==> src/rtl/e_m_pipe_reg.sv <==
// E->M pipeline register: captures ALU results with control fields and folds ALU overflow
// (and, when EM_ALIGN_CHECK_EN is defined, access misalignment) into the exception code.
module e_m_pipe_reg #(
    parameter logic [31:0] RESET_PC = 32'h0000_3000,
    parameter logic [31:0] EXC_PC   = 32'h0000_4180
) (
    input  logic        clk,
    input  logic        reset,
    input  logic        En,
    input  logic        Flush,
    input  logic        Req,
    input  logic        E_Valid,
    input  logic [31:0] E_PC,
    input  logic [31:0] E_Instr,
    input  logic [31:0] E_AO,
    input  logic        E_OverFlow,
    input  logic        E_OvCheck,
    input  logic [31:0] E_RT,
    input  logic [4:0]  E_A3,
    input  logic [4:0]  E_ExcCode,
    input  logic        E_BD,
    input  logic        E_MemRead,
    input  logic        E_MemWrite,
    input  logic [1:0]  E_MemWidth,
    output logic        M_Valid,
    output logic [31:0] M_PC,
    output logic [31:0] M_Instr,
    output logic [31:0] M_AO,
    output logic [31:0] M_RT,
    output logic [4:0]  M_A3,
    output logic [4:0]  M_ExcCode,
    output logic        M_BD,
    output logic        M_MemRead,
    output logic        M_MemWrite,
    output logic [1:0]  M_MemWidth
);

    localparam logic [4:0] ExcAdel = 5'd4;
    localparam logic [4:0] ExcAdes = 5'd5;
    localparam logic [4:0] ExcOv   = 5'd12;

    logic [4:0] ovf_exc;
    logic [4:0] align_exc;
    logic [4:0] new_exc;
    logic       suppress;

    logic        valid_q,     valid_d;
    logic [31:0] pc_q,        pc_d;
    logic [31:0] instr_q,     instr_d;
    logic [31:0] ao_q,        ao_d;
    logic [31:0] rt_q,        rt_d;
    logic [4:0]  a3_q,        a3_d;
    logic [4:0]  exc_q,       exc_d;
    logic        bd_q,        bd_d;
    logic        mem_read_q,  mem_read_d;
    logic        mem_write_q, mem_write_d;
    logic [1:0]  mem_width_q, mem_width_d;

    // Overflow during address calculation is reported as an address error.
    always_comb begin
        if (E_MemRead) begin
            ovf_exc = ExcAdel;
        end else if (E_MemWrite) begin
            ovf_exc = ExcAdes;
        end else begin
            ovf_exc = ExcOv;
        end
    end

`ifdef EM_ALIGN_CHECK_EN
    localparam logic [1:0] WidthWord = 2'b00;
    localparam logic [1:0] WidthHalf = 2'b01;

    logic misaligned;

    always_comb begin
        case (E_MemWidth)
            WidthWord: misaligned = |E_AO[1:0];
            WidthHalf: misaligned = E_AO[0];
            default:   misaligned = 1'b0;
        endcase
        align_exc = 5'd0;
        if (misaligned && E_MemRead) begin
            align_exc = ExcAdel;
        end else if (misaligned && E_MemWrite) begin
            align_exc = ExcAdes;
        end
    end
`else
    assign align_exc = 5'd0;
`endif

    always_comb begin
        if (!E_Valid) begin
            new_exc = 5'd0;
        end else if (E_ExcCode != 5'd0) begin
            new_exc = E_ExcCode;
        end else if (E_OvCheck && E_OverFlow) begin
            new_exc = ovf_exc;
        end else begin
            new_exc = align_exc;
        end
    end

    assign suppress = (new_exc != 5'd0);

    always_comb begin
        valid_d     = valid_q;
        pc_d        = pc_q;
        instr_d     = instr_q;
        ao_d        = ao_q;
        rt_d        = rt_q;
        a3_d        = a3_q;
        exc_d       = exc_q;
        bd_d        = bd_q;
        mem_read_d  = mem_read_q;
        mem_write_d = mem_write_q;
        mem_width_d = mem_width_q;
        if (Req || Flush) begin
            valid_d     = 1'b0;
            instr_d     = 32'd0;
            ao_d        = 32'd0;
            rt_d        = 32'd0;
            a3_d        = 5'd0;
            exc_d       = 5'd0;
            mem_read_d  = 1'b0;
            mem_write_d = 1'b0;
            mem_width_d = 2'b00;
            // A flushed slot keeps E's PC/BD so EPC is right if M later excepts.
            pc_d        = Req ? EXC_PC : E_PC;
            bd_d        = Req ? 1'b0 : E_BD;
        end else if (En) begin
            valid_d     = E_Valid;
            pc_d        = E_PC;
            instr_d     = E_Instr;
            ao_d        = E_AO;
            rt_d        = E_RT;
            a3_d        = suppress ? 5'd0 : E_A3;
            exc_d       = new_exc;
            bd_d        = E_BD;
            mem_read_d  = suppress ? 1'b0 : E_MemRead;
            mem_write_d = suppress ? 1'b0 : E_MemWrite;
            mem_width_d = E_MemWidth;
        end
    end

    always_ff @(posedge clk or posedge reset) begin
        if (reset) begin
            valid_q     <= 1'b0;
            pc_q        <= RESET_PC;
            instr_q     <= 32'd0;
            ao_q        <= 32'd0;
            rt_q        <= 32'd0;
            a3_q        <= 5'd0;
            exc_q       <= 5'd0;
            bd_q        <= 1'b0;
            mem_read_q  <= 1'b0;
            mem_write_q <= 1'b0;
            mem_width_q <= 2'b00;
        end else begin
            valid_q     <= valid_d;
            pc_q        <= pc_d;
            instr_q     <= instr_d;
            ao_q        <= ao_d;
            rt_q        <= rt_d;
            a3_q        <= a3_d;
            exc_q       <= exc_d;
            bd_q        <= bd_d;
            mem_read_q  <= mem_read_d;
            mem_write_q <= mem_write_d;
            mem_width_q <= mem_width_d;
        end
    end

    assign M_Valid    = valid_q;
    assign M_PC       = pc_q;
    assign M_Instr    = instr_q;
    assign M_AO       = ao_q;
    assign M_RT       = rt_q;
    assign M_A3       = a3_q;
    assign M_ExcCode  = exc_q;
    assign M_BD       = bd_q;
    assign M_MemRead  = mem_read_q;
    assign M_MemWrite = mem_write_q;
    assign M_MemWidth = mem_width_q;

endmodule

==> config.mk <==
export PLATFORM = sky130hd
export DESIGN_NAME = e_m_pipe_reg
export DESIGN_NICKNAME = d
export VERILOG_FILES = /design/src/rtl/e_m_pipe_reg.sv
export SDC_FILE = /design/constraint.sdc
export NUM_CORES = 1
export LEC_CHECK = 0
export ABC_AREA = 1
export CAP_MARGIN = 20
export CORE_AREA = 2 2 150 152
export DETAILED_ROUTE_END_ITERATION = 6
export DIE_AREA = 0 0 152 154
export PLACE_DENSITY = 0.55
export SLEW_MARGIN = 20
export SYNTH_ARGS = -nofsm -noshare
export SYNTH_HDL_FRONTEND = slang
export SYNTH_SLANG_ARGS = --single-unit
export TNS_END_PERCENT = 30
==> constraint.sdc <==
create_clock -name clk -period 16.68 [get_ports clk]
set_input_delay 5.004 -clock clk [delete_from_list [all_inputs] [get_ports clk]]
set_output_delay 5.004 -clock clk [all_outputs]
set_load 0.03 [all_outputs]
* Word-level counts from Yosys, hierarchy flattened
Index checks and enable logic that the tools add are counted.
Cells by class: multiplexer cells 32, reduce and logical (&&, ||, !) cells 5
Operators by type and width (count):
- two-way mux 32 bit | 9
- two-way mux 5 bit | 8
- two-way mux 1 bit | 11
- nonzero test 5 bit | 2
- two-way mux 4 bit | 2
- two-way mux 2 bit | 2
- nonzero test 2 bit | 1
- logical AND 1 bit | 1
- logical OR 1 bit | 1
Storage, ports and cells: logic and storage cells 48, register bits after elaboration 144

* Logic depth before layout (Yosys ltp)
Gate-level depths: netlist of the first run.
word-level depth 9, depth in mapped cells 8, gate-level depth less buffers 7

* Least setup slack after synthesis of the first run
No wires, ideal clock.
path type input port to flip-flop, from input Req, to register bd_q, in the netlist M_BD, arrival time 5.706 ns, buffers on the path 2, cell stages on the path 7, data required time 16.615 ns, path slack 10.908 ns, setup time 0.065 ns, path through nor2_4 nand2_4 inv_2 buf_6 buf_4 nand2_1 nand2_1
On the way: cells in the longest elaborated chain, start to end 2, elaborated cells on any way between the ends 4
RTL lines:
- start: declaration | line 11 | input logic Req,
- two-way mux 1 bit / logical OR 1 bit (equally long branches) | line 131, 119
- two-way mux 1 bit / nonzero test 2 bit (equally long branches)
- end signal: assignment | line 156 | bd_q <= 1'b0;
- end signal: assignment | line 168 | bd_q <= bd_d;
- end: declaration | line 54 | logic bd_q, bd_d;
Parallel ways exist; a longest one is shown, timed or not. A chain may end at the register's enable or synchronous reset.

* Worst setup path after layout of the first run
from input Req, to register rt_q[25], in the netlist M_RT[25]
On the way: cells in the longest elaborated chain, start to end 2, elaborated cells on any way between the ends 3
RTL lines:
- logical OR 1 bit * | line 119 | if (Req || Flush) begin
- two-way mux 32 bit / nonzero test 2 bit (equally long branches)
- end signal: assignment | line 165 | rt_q <= rt_d;
- end: declaration | line 51 | logic [31:0] rt_q, rt_d;
Every way passes the cells marked *; elsewhere a longest branch is shown, timed or not.

==> results of run 1 <==
-- cell type report --
| class | instances | area (sq um) |
|---|---|---|
| clock inverters | 13 | 118 |
| flip-flops and latches | 144 | 3610 |
| inverters | 16 | 68.8 |
| multi-input cells | 262 | 1540 |
| well taps | 280 | 350 |
| fillers | 2074 | 12600 |
| clock buffers | 19 | 453 |
| repair buffers | 297 | 2970 |
-- flip-flops by register name (all words and copies together), names as in the netlist --
| signal | cells |
|---|---|
| M_AO | 32 |
| M_Instr | 32 |
| M_PC | 32 |
| M_RT | 32 |
| M_A3 | 5 |
| M_ExcCode | 5 |
| M_MemWidth | 2 |
| M_BD | 1 |
| M_MemRead | 1 |
| M_MemWrite | 1 |
| M_Valid | 1 |
-- power by group through the flow --
stage          clock (uW)  sequential, uW  combinational, uW
6_report              368             371                126
5_1_grt               398             373                135
4_1_cts               381             371                128
3_5_place_dp            0             377                128
3_3_place_gp            0             377                126
2_1_floorplan           0             404               28.1
-- kinds of logic (layout without fill, tap and decap cells) --
group | Yosys count | count (layout) | synth area share (%)
AND/OR/NAND/NOR | 161 | 161 | 12.4
flip-flops | 144 | 144 | 66.8
AO/OA/AOI/OAI | 101 | 101 | 16.2
buffers and inverters | 47 | 345 | 4.62
-- Yosys cell counts --
master and n:
nor2_4 1, dfstp_2 2, dfrtp_1 142, buf_2 16, nand2_1 116, buf_6 5
nor3_1 2, nand3_1 30, a22o_1 98, clkbuf_1 6, buf_4 4, nand2_4 2
inv_1 13, o21ai_0 3, inv_2 3, nor2_1 10
-- stage by stage --
step / hold WS [ns] / cell area [sq um] / instances / power [uW]
finish: 0.482 / 9100 / 1031 / 865
global route: 0.503 / 9100 / 1031 / 905
CTS: 0.483 / 9100 / 1031 / 881
detailed placement: 0.462 / 8530 / 999 / 505
global placement: 0.460 / 8530 / 999 / 503
floorplan: 0.525 / 5400 / 453 / 432
-- critical path: stages --
cell	delay (ns)
clkdlybuf4s50_1	0.50
nor2_4	0.20
nand2_4	0.24
inv_4	0.37
buf_6	0.71
a22o_1	0.27
-- per-layer routing --
| layer | vias to the layer above | global-route usage, % | wire length [um] |
|---|---|---|---|
| met5 | - | 0 | 0 |
| met4 | 0 | 4.18 | 229 |
| met3 | 17 | 5.64 | 1440 |
| met2 | 217 | 23.6 | 8190 |
| met1 | 2240 | 18.5 | 7400 |
| li1 | 2132 | - | - |
-- worst paths after layout --
path | startpoint | endpoint | slack, ns
hold reg to reg | M_PC[11]$_DFFE_PP0P_ | M_PC[11]$_DFFE_PP0P_ | 0.48
hold / removal | M_PC[11]$_DFFE_PP0P_ | M_PC[11]$_DFFE_PP0P_ | 0.48
setup / recovery | Req | M_RT[25]$_DFFE_PP0P_ | 9.64
setup reg to reg | M_PC[13]$_DFFE_PP1P_ | M_PC[13]$_DFFE_PP1P_ | 15.92
min in group asynchronous | reset | M_PC[23]$_DFFE_PP0P_ | 5.06
max in group asynchronous | reset | M_MemRead$_DFFE_PP0P_ | 10.19
==> impl_metrics.toml, run 1 <==
[detailed_routing]
routedWlPerCell_um = 16.7
drtAntennaViolNets = 0
firstDrtPassIters = 5
viasPerCell = 4.47
vias = 4606
drc_errors = 0
drt_iter0_markers = 131
postRouteWirelength_um = 17300

[cells_and_area]
drive_above_1_share_pct = 5.86
num_antenna_cells = 0
layout.nets = 889
layout_commonest_cell = "clkdlybuf4s50_1"
most-common-layout-cells = "clkdlybuf4s50_1 (294), dfrtp_1 (142), nand2_1 (116)"
area_delta_synth_final_pct = 68.8
fin_util_pct = 42.0

[logic_synthesis]
synth.largest_area_cell = "dfrtp_1"
yosys-top-cells-area = "dfrtp_1 (66%), a22o_1 (16%), nand2_1 (8.1%), nand3_1 (2.8%), buf_2 (1.5%)"
synth_area_sq_um = 5400
yosysTopAreaCellShare_pct = 65.9
synth.avg_cell_area_sq_um = 11.9
yosysUniqueCellTypes = 16
synth-seq-area-share_pct = 66.8
postSynthRegisterBits = 144
yosysWarnings = 0
netlist_instances = 453
syn_nets = 604

[placed_design]
pre_cts_slack_ns = 8.91
portBuffers = 294
place_hpwl_um = 12000
gp_congestion = 0.794

[clock_tree]
clock-sinks = 144
ctsResizeCount = 0
post-cts-setup-buffers = 0
cts_buffers = 17
hold_buffers = 0
cts_tree = "yes"
htreeDepth = 4
root_buffer = "clkbuf_16"
clk_latency_ns = 0.41
clkTransAtPathRegs_ns = 0.07
clk_path_buf_depth = 2

[power]
p_leak_uw = 0.00417
p_clk_share_pct = 42.5
internal_power_uw = 630
p_switching_uw = 235
swShare_pct = 27.2
peakVddDrop_v = 0.0000552
combinationalPowerShare_pct = 14.6
seq_power_share_pct = 42.9
power_density_nw_per_um2 = 95.0

[flow_run]
maxCapViolCount = 0

[worst_setup_path]
cp.required_ns = 17.02
critical_path_peak_fanout = 111
worstPathArrival_ns = 7.38
worst_setup_path_end_kind = "flip-flop"
path_class = "in2reg"
startpoint_type = "input port"
reg2reg_depth = 2

[die]
fp.coreArea_sq_um = 21700
rows = 54
io_pins = 295
die_x_um = 152
die_y_um = 154
dieArea_sq_um = 23400
start_util_pct = 24.9

[timing]
worst_pin_slew_ns = 0.965
tns_ns = 0
worst_slack_ns = 9.64
slew_headroom_pct = 35.6
period_minus_slack_ns = 7.04
finClkSkew_ns = 0
clock.fmax_mhz = 142
hold_viol = 0
slew_viol_final = 0
period_share_pct = 42.2
setup_viol = 0
rsz0062_at_grt = "false"

[grt]
grt_pass1_wl_um = 27600
grtUsageTotal_pct = 14.7
antenna_found_initial = 0
grt_pass1_vias = 4859
overflow = 0
grt_max_degree = 112

[worst_hold_path]
whs_path_depth = 2
hold_path.class = "reg2reg"

[status]
status = "finished, final reports clean"
No activity file was read; power rests on OpenSTA's default activity.
==> run 2, diff against run 1 <==
clock period = 6.8 ns   (was 16.68 ns; I/O delays follow)
==> impl_metrics.toml, run 2 (synthesis results as in run 1) <==
[status]
status = "finished, final reports clean"

[timing]
tns_ns = 0
period_share_pct = 59.4
setup_viol = 0
hold_viol = 0
period_minus_slack_ns = 4.04
rsz0062_at_grt = "false"
clock.fmax_mhz = 248
slew_headroom_pct = 36.2
worst_pin_slew_ns = 0.957
worst_slack_ns = 2.76
slew_viol_final = 0
finClkSkew_ns = 0

[grt]
grtUsageTotal_pct = 15.0
grt_max_degree = 113
antenna_found_initial = 0
grt_pass1_vias = 5053
overflow = 0
grt_pass1_wl_um = 28100

[worst_setup_path]
reg2reg_depth = 2
r2r_slack_ns = 6.04
worst_setup_path_end_kind = "flip-flop"
cp.required_ns = 7.15
worstPathCellList = "clkdlybuf4s50_1 > nor2_4 > nand2_4 > inv_6 > buf_4 > a22o_1"
path_class = "in2reg"
r2r-end = "M_PC[12]$_DFFE_PP1P_"
startpoint_type = "input port"
critical_path_peak_fanout = 112
worstPathArrival_ns = 4.39
worstSetupStartpoint = "Req"
crit_slowest_cell = "inv_6"
r2r_start = "M_PC[12]$_DFFE_PP1P_"
critPathMaxStageDelay_ns = 0.68

[clock_tree]
htreeDepth = 4
clk_path_buf_depth = 2
cts_buffers = 17
hold_buffers = 0
clock-sinks = 144
clkTransAtPathRegs_ns = 0.06
ctsResizeCount = 0
post-cts-setup-buffers = 0
clk_latency_ns = 0.41
root_buffer = "clkbuf_16"
cts_tree = "yes"

[die]
rows = 54
die_y_um = 154
dieArea_sq_um = 23400
io_pins = 295
fp.coreArea_sq_um = 21700
die_x_um = 152
start_util_pct = 24.9

[cells_and_area]
fin_area_sq_um = 9090
layout.nets = 889
seq_area_sq_um = 3610
most-common-layout-cells = "clkdlybuf4s50_1 (294), dfrtp_1 (142), nand2_1 (116)"
num_antenna_cells = 0
multi_input_area_sq_um = 1540
area_delta_synth_final_pct = 68.5
nFillCells = 2035
drive_above_1_share_pct = 5.73
layout_commonest_cell = "clkdlybuf4s50_1"

[worst_hold_path]
hold_path.class = "reg2reg"
hold_end = "M_PC[10]$_DFFE_PP0P_"
hp-start = "M_PC[10]$_DFFE_PP0P_"
whs_path_depth = 2

[detailed_routing]
drt_iter0_markers = 171
routedWlPerCell_um = 16.7
drtAntennaViolNets = 0
vias = 4651
firstDrtPassIters = 4
postRouteWirelength_um = 17200
viasPerCell = 4.51
drc_errors = 0

[power]
peakVddDrop_v = 0.000142
p_leak_uw = 0.00417
power_density_nw_per_um2 = 232

[placed_design]
place_hpwl_um = 12000
placed_cell_area_sq_um = 8530
pre_cts_slack_ns = 2.08
gp_congestion = 0.766
portBuffers = 294

[flow_run]
maxCapViolCount = 0
-- run 2: changes by cell type in the layout (fill, tap and decap cells not counted) --
cell	previous run	this run
inv_4	1	0
clkinv_2	1	6
clkbuf_8	2	1
inv_6	6	4
inv_8	3	0
clkbuf_1	0	1
buf_4	2	3
buf_6	1	0
bufinv_16	0	1
-- run 2: metrics by stage --
| step | utilization (%) | cells | hold WS, ns | power, uW |
|---|---|---|---|---|
| after CTS | 41.9 | 1031 | 0.479 | 2150 |
| after floorplan | - | 453 | 0.525 | 1060 |
| after global placement | 39.3 | 999 | 0.460 | 1230 |
| after global routing | 41.9 | 1031 | 0.498 | 2210 |
| final | 41.9 | 1031 | 0.478 | 2110 |
| after detailed placement | 39.3 | 999 | 0.463 | 1240 |
-- run 2: worst max path at each step --
stage	cells past startpoint	endpoint	slack [ns]
2_1_floorplan	1	M_A3[0]$_DFFE_PP0P_	0.90
3_3_place_gp	6	M_RT[6]$_DFFE_PP0P_	2.19
3_5_place_dp	6	M_AO[25]$_DFFE_PP0P_	2.08
4_1_cts	6	M_RT[9]$_DFFE_PP0P_	2.52
5_1_grt	6	M_AO[25]$_DFFE_PP0P_	2.59
6_report	6	M_RT[9]$_DFFE_PP0P_	2.76
-- run 2: area by class of cell --
class / count / area share [%]
sequential: 144 / 39.7
clock buffer: 19 / 4.87
clock inverter: 13 / 1.24
inverter: 16 / 0.785
tap: 280 / 3.85
multi-input combinational: 262 / 16.9
timing repair buffer: 297 / 32.6
-- run 2: where the power goes --
part / total (uW) / switching, uW / internal [uW]
logic: 310 / 156 / 153
registers: 910 / 19.3 / 891
clock network: 889 / 376 / 513
total: 2110 / 552 / 1560
-- run 2: per-layer routing --
layer  global-route usage [%]  share of wire [%]  vias to the layer above  wire length [um]
li1                         -                  -                     2138                 -
met1                     18.3                 42                     2283              7280
met2                     24.1                 47                      212              8170
met3                     7.07                8.9                       18              1540
met4                     3.92                1.4                        0               245
met5                        0                  0                        -                 0
-- run 2: worst max-delay path: cells and delay by family --
kind | cells | cell delay [ns]
AO/OA/AOI/OAI | 1 | 0.22
AND/OR/NAND/NOR | 2 | 0.45
buffers and inverters | 3 | 1.64
==> run 3, diff against run 2 <==
clock period = 3.8 ns   (was 6.8 ns; I/O delays follow)
==> impl_metrics.toml, run 3 (synthesis results as in run 1) <==
[status]
status = "finished, final reports clean"

[placed_design]
placed_cell_area_sq_um = 8610
pre_cts_slack_ns = 0.780
gp_congestion = 0.848
portBuffers = 294
place_hpwl_um = 12400

[worst_setup_path]
worstPathArrival_ns = 1.63
path_buf_inv = 1
worstPathCellList = "clkdlybuf4s50_1"
critPathMaxStageDelay_ns = 0.69
cp.required_ns = 2.66
critical_path_peak_fanout = 2
path_class = "reg2out"
cp_top_family = "buffers and inverters"
startpoint_type = "flip-flop"
crit_slowest_cell = "clkdlybuf4s50_1"
worst_setup_path_end_kind = "primary output"

[grt]
use_met1_pct = 18.6
grt_max_degree = 73
grt_pass1_vias = 4806
met3_usage_pct = 5.58
antenna_found_initial = 0
grtUsageTotal_pct = 14.8
groute.layer.met2.usage_pct = 24.1
overflow = 0
grt-busiest-layer = "met2"
grt_pass1_wl_um = 27500

[timing]
clock.fmax_mhz = 361
setup_viol = 0
slew_headroom_pct = 39.3
worst_pin_slew_ns = 0.909
rsz0062_at_grt = "false"
finClkSkew_ns = 0
worst_slack_ns = 1.03
period_share_pct = 72.9
tns_ns = 0
period_minus_slack_ns = 2.77
hold_viol = 0
slew_viol_final = 0

[cells_and_area]
fin_util_pct = 42.6
area_delta_synth_final_pct = 71.4
layout.nets = 893
fin_area_sq_um = 9250
drive_above_1_share_pct = 5.97
most-common-layout-cells = "clkdlybuf4s50_1 (294), dfrtp_1 (142), nand2_1 (116)"
layout_commonest_cell = "clkdlybuf4s50_1"
nFillCells = 2040
num_antenna_cells = 0
multi_input_area_sq_um = 1540
seq_area_sq_um = 3610

[detailed_routing]
vias = 4622
firstDrtPassIters = 4
drc_errors = 0
viasPerCell = 4.47
postRouteWirelength_um = 17200
drtAntennaViolNets = 0
routedWlPerCell_um = 16.6
drt_iter0_markers = 222

[die]
io_pins = 295
dieArea_sq_um = 23400
fp.coreArea_sq_um = 21700
rows = 54
die_x_um = 152
die_y_um = 154
start_util_pct = 24.9

[clock_tree]
root_buffer = "clkbuf_16"
cts_tree = "yes"
hold_buffers = 0
clock-sinks = 144
ctsResizeCount = 0
clk_path_buf_depth = 2
clk_latency_ns = 0.41
post-cts-setup-buffers = 0
htreeDepth = 4
clkTransAtPathRegs_ns = 0.06
cts_buffers = 17

[power]
p_leak_uw = 0.00424
peakVddDrop_v = 0.000212
power_density_nw_per_um2 = 435

[worst_hold_path]
hold_path.class = "reg2reg"

[flow_run]
maxCapViolCount = 0
run 3: stage by stage:
stage / power [uW] / cells / hold slack [ns]
5_1_grt: 4190 / 1034 / 0.495
3_3_place_gp: 2220 / 1003 / 0.456
2_1_floorplan: 1900 / 453 / 0.525
4_1_cts: 4080 / 1034 / 0.473
6_report: 4020 / 1034 / 0.474
3_5_place_dp: 2230 / 1003 / 0.463
run 3: per-layer routing:
layer  wire length [um]  up-vias  part of all wire (%)
li1                   -     2151                     -
met1               7530     2252                    44
met2               8220      207                    48
met3               1280       12                   7.4
met4                183        0                   1.1
met5                  0        -                     0
run 3: area by class of cell:
cell class | instances | share of cell area (%)
sequential | 144 | 39.0
timing repair buffer | 301 | 32.9
multi-input combinational | 262 | 16.7
clock buffer | 19 | 4.68
tap | 280 | 3.79
clock inverter | 12 | 2.25
inverter | 16 | 0.717
run 3: report_power, final:
group          switching [uW]  internal [uW]
sequential               36.3           1590
combinational             282            282
clock                     658           1170
run 3: final timing paths:
path / startpoint / endpoint / slack (ns) / depth (start not counted)
max: M_PC[12]$_DFFE_PP1P_ / M_PC[12] / 1.03 / 1
min: M_PC[13]$_DFFE_PP1P_ / M_PC[13]$_DFFE_PP1P_ / 0.47 / 2
max reg2reg: M_Instr[4]$_DFFE_PP0P_ / M_Instr[4]$_DFFE_PP0P_ / 3.04 / 1
min reg2reg: M_PC[13]$_DFFE_PP1P_ / M_PC[13]$_DFFE_PP1P_ / 0.47 / 2
max in group asynchronous: reset / M_PC[12]$_DFFE_PP1P_ / 1.98 / 3
min in group asynchronous: reset / M_PC[9]$_DFFE_PP0P_ / 1.13 / 2
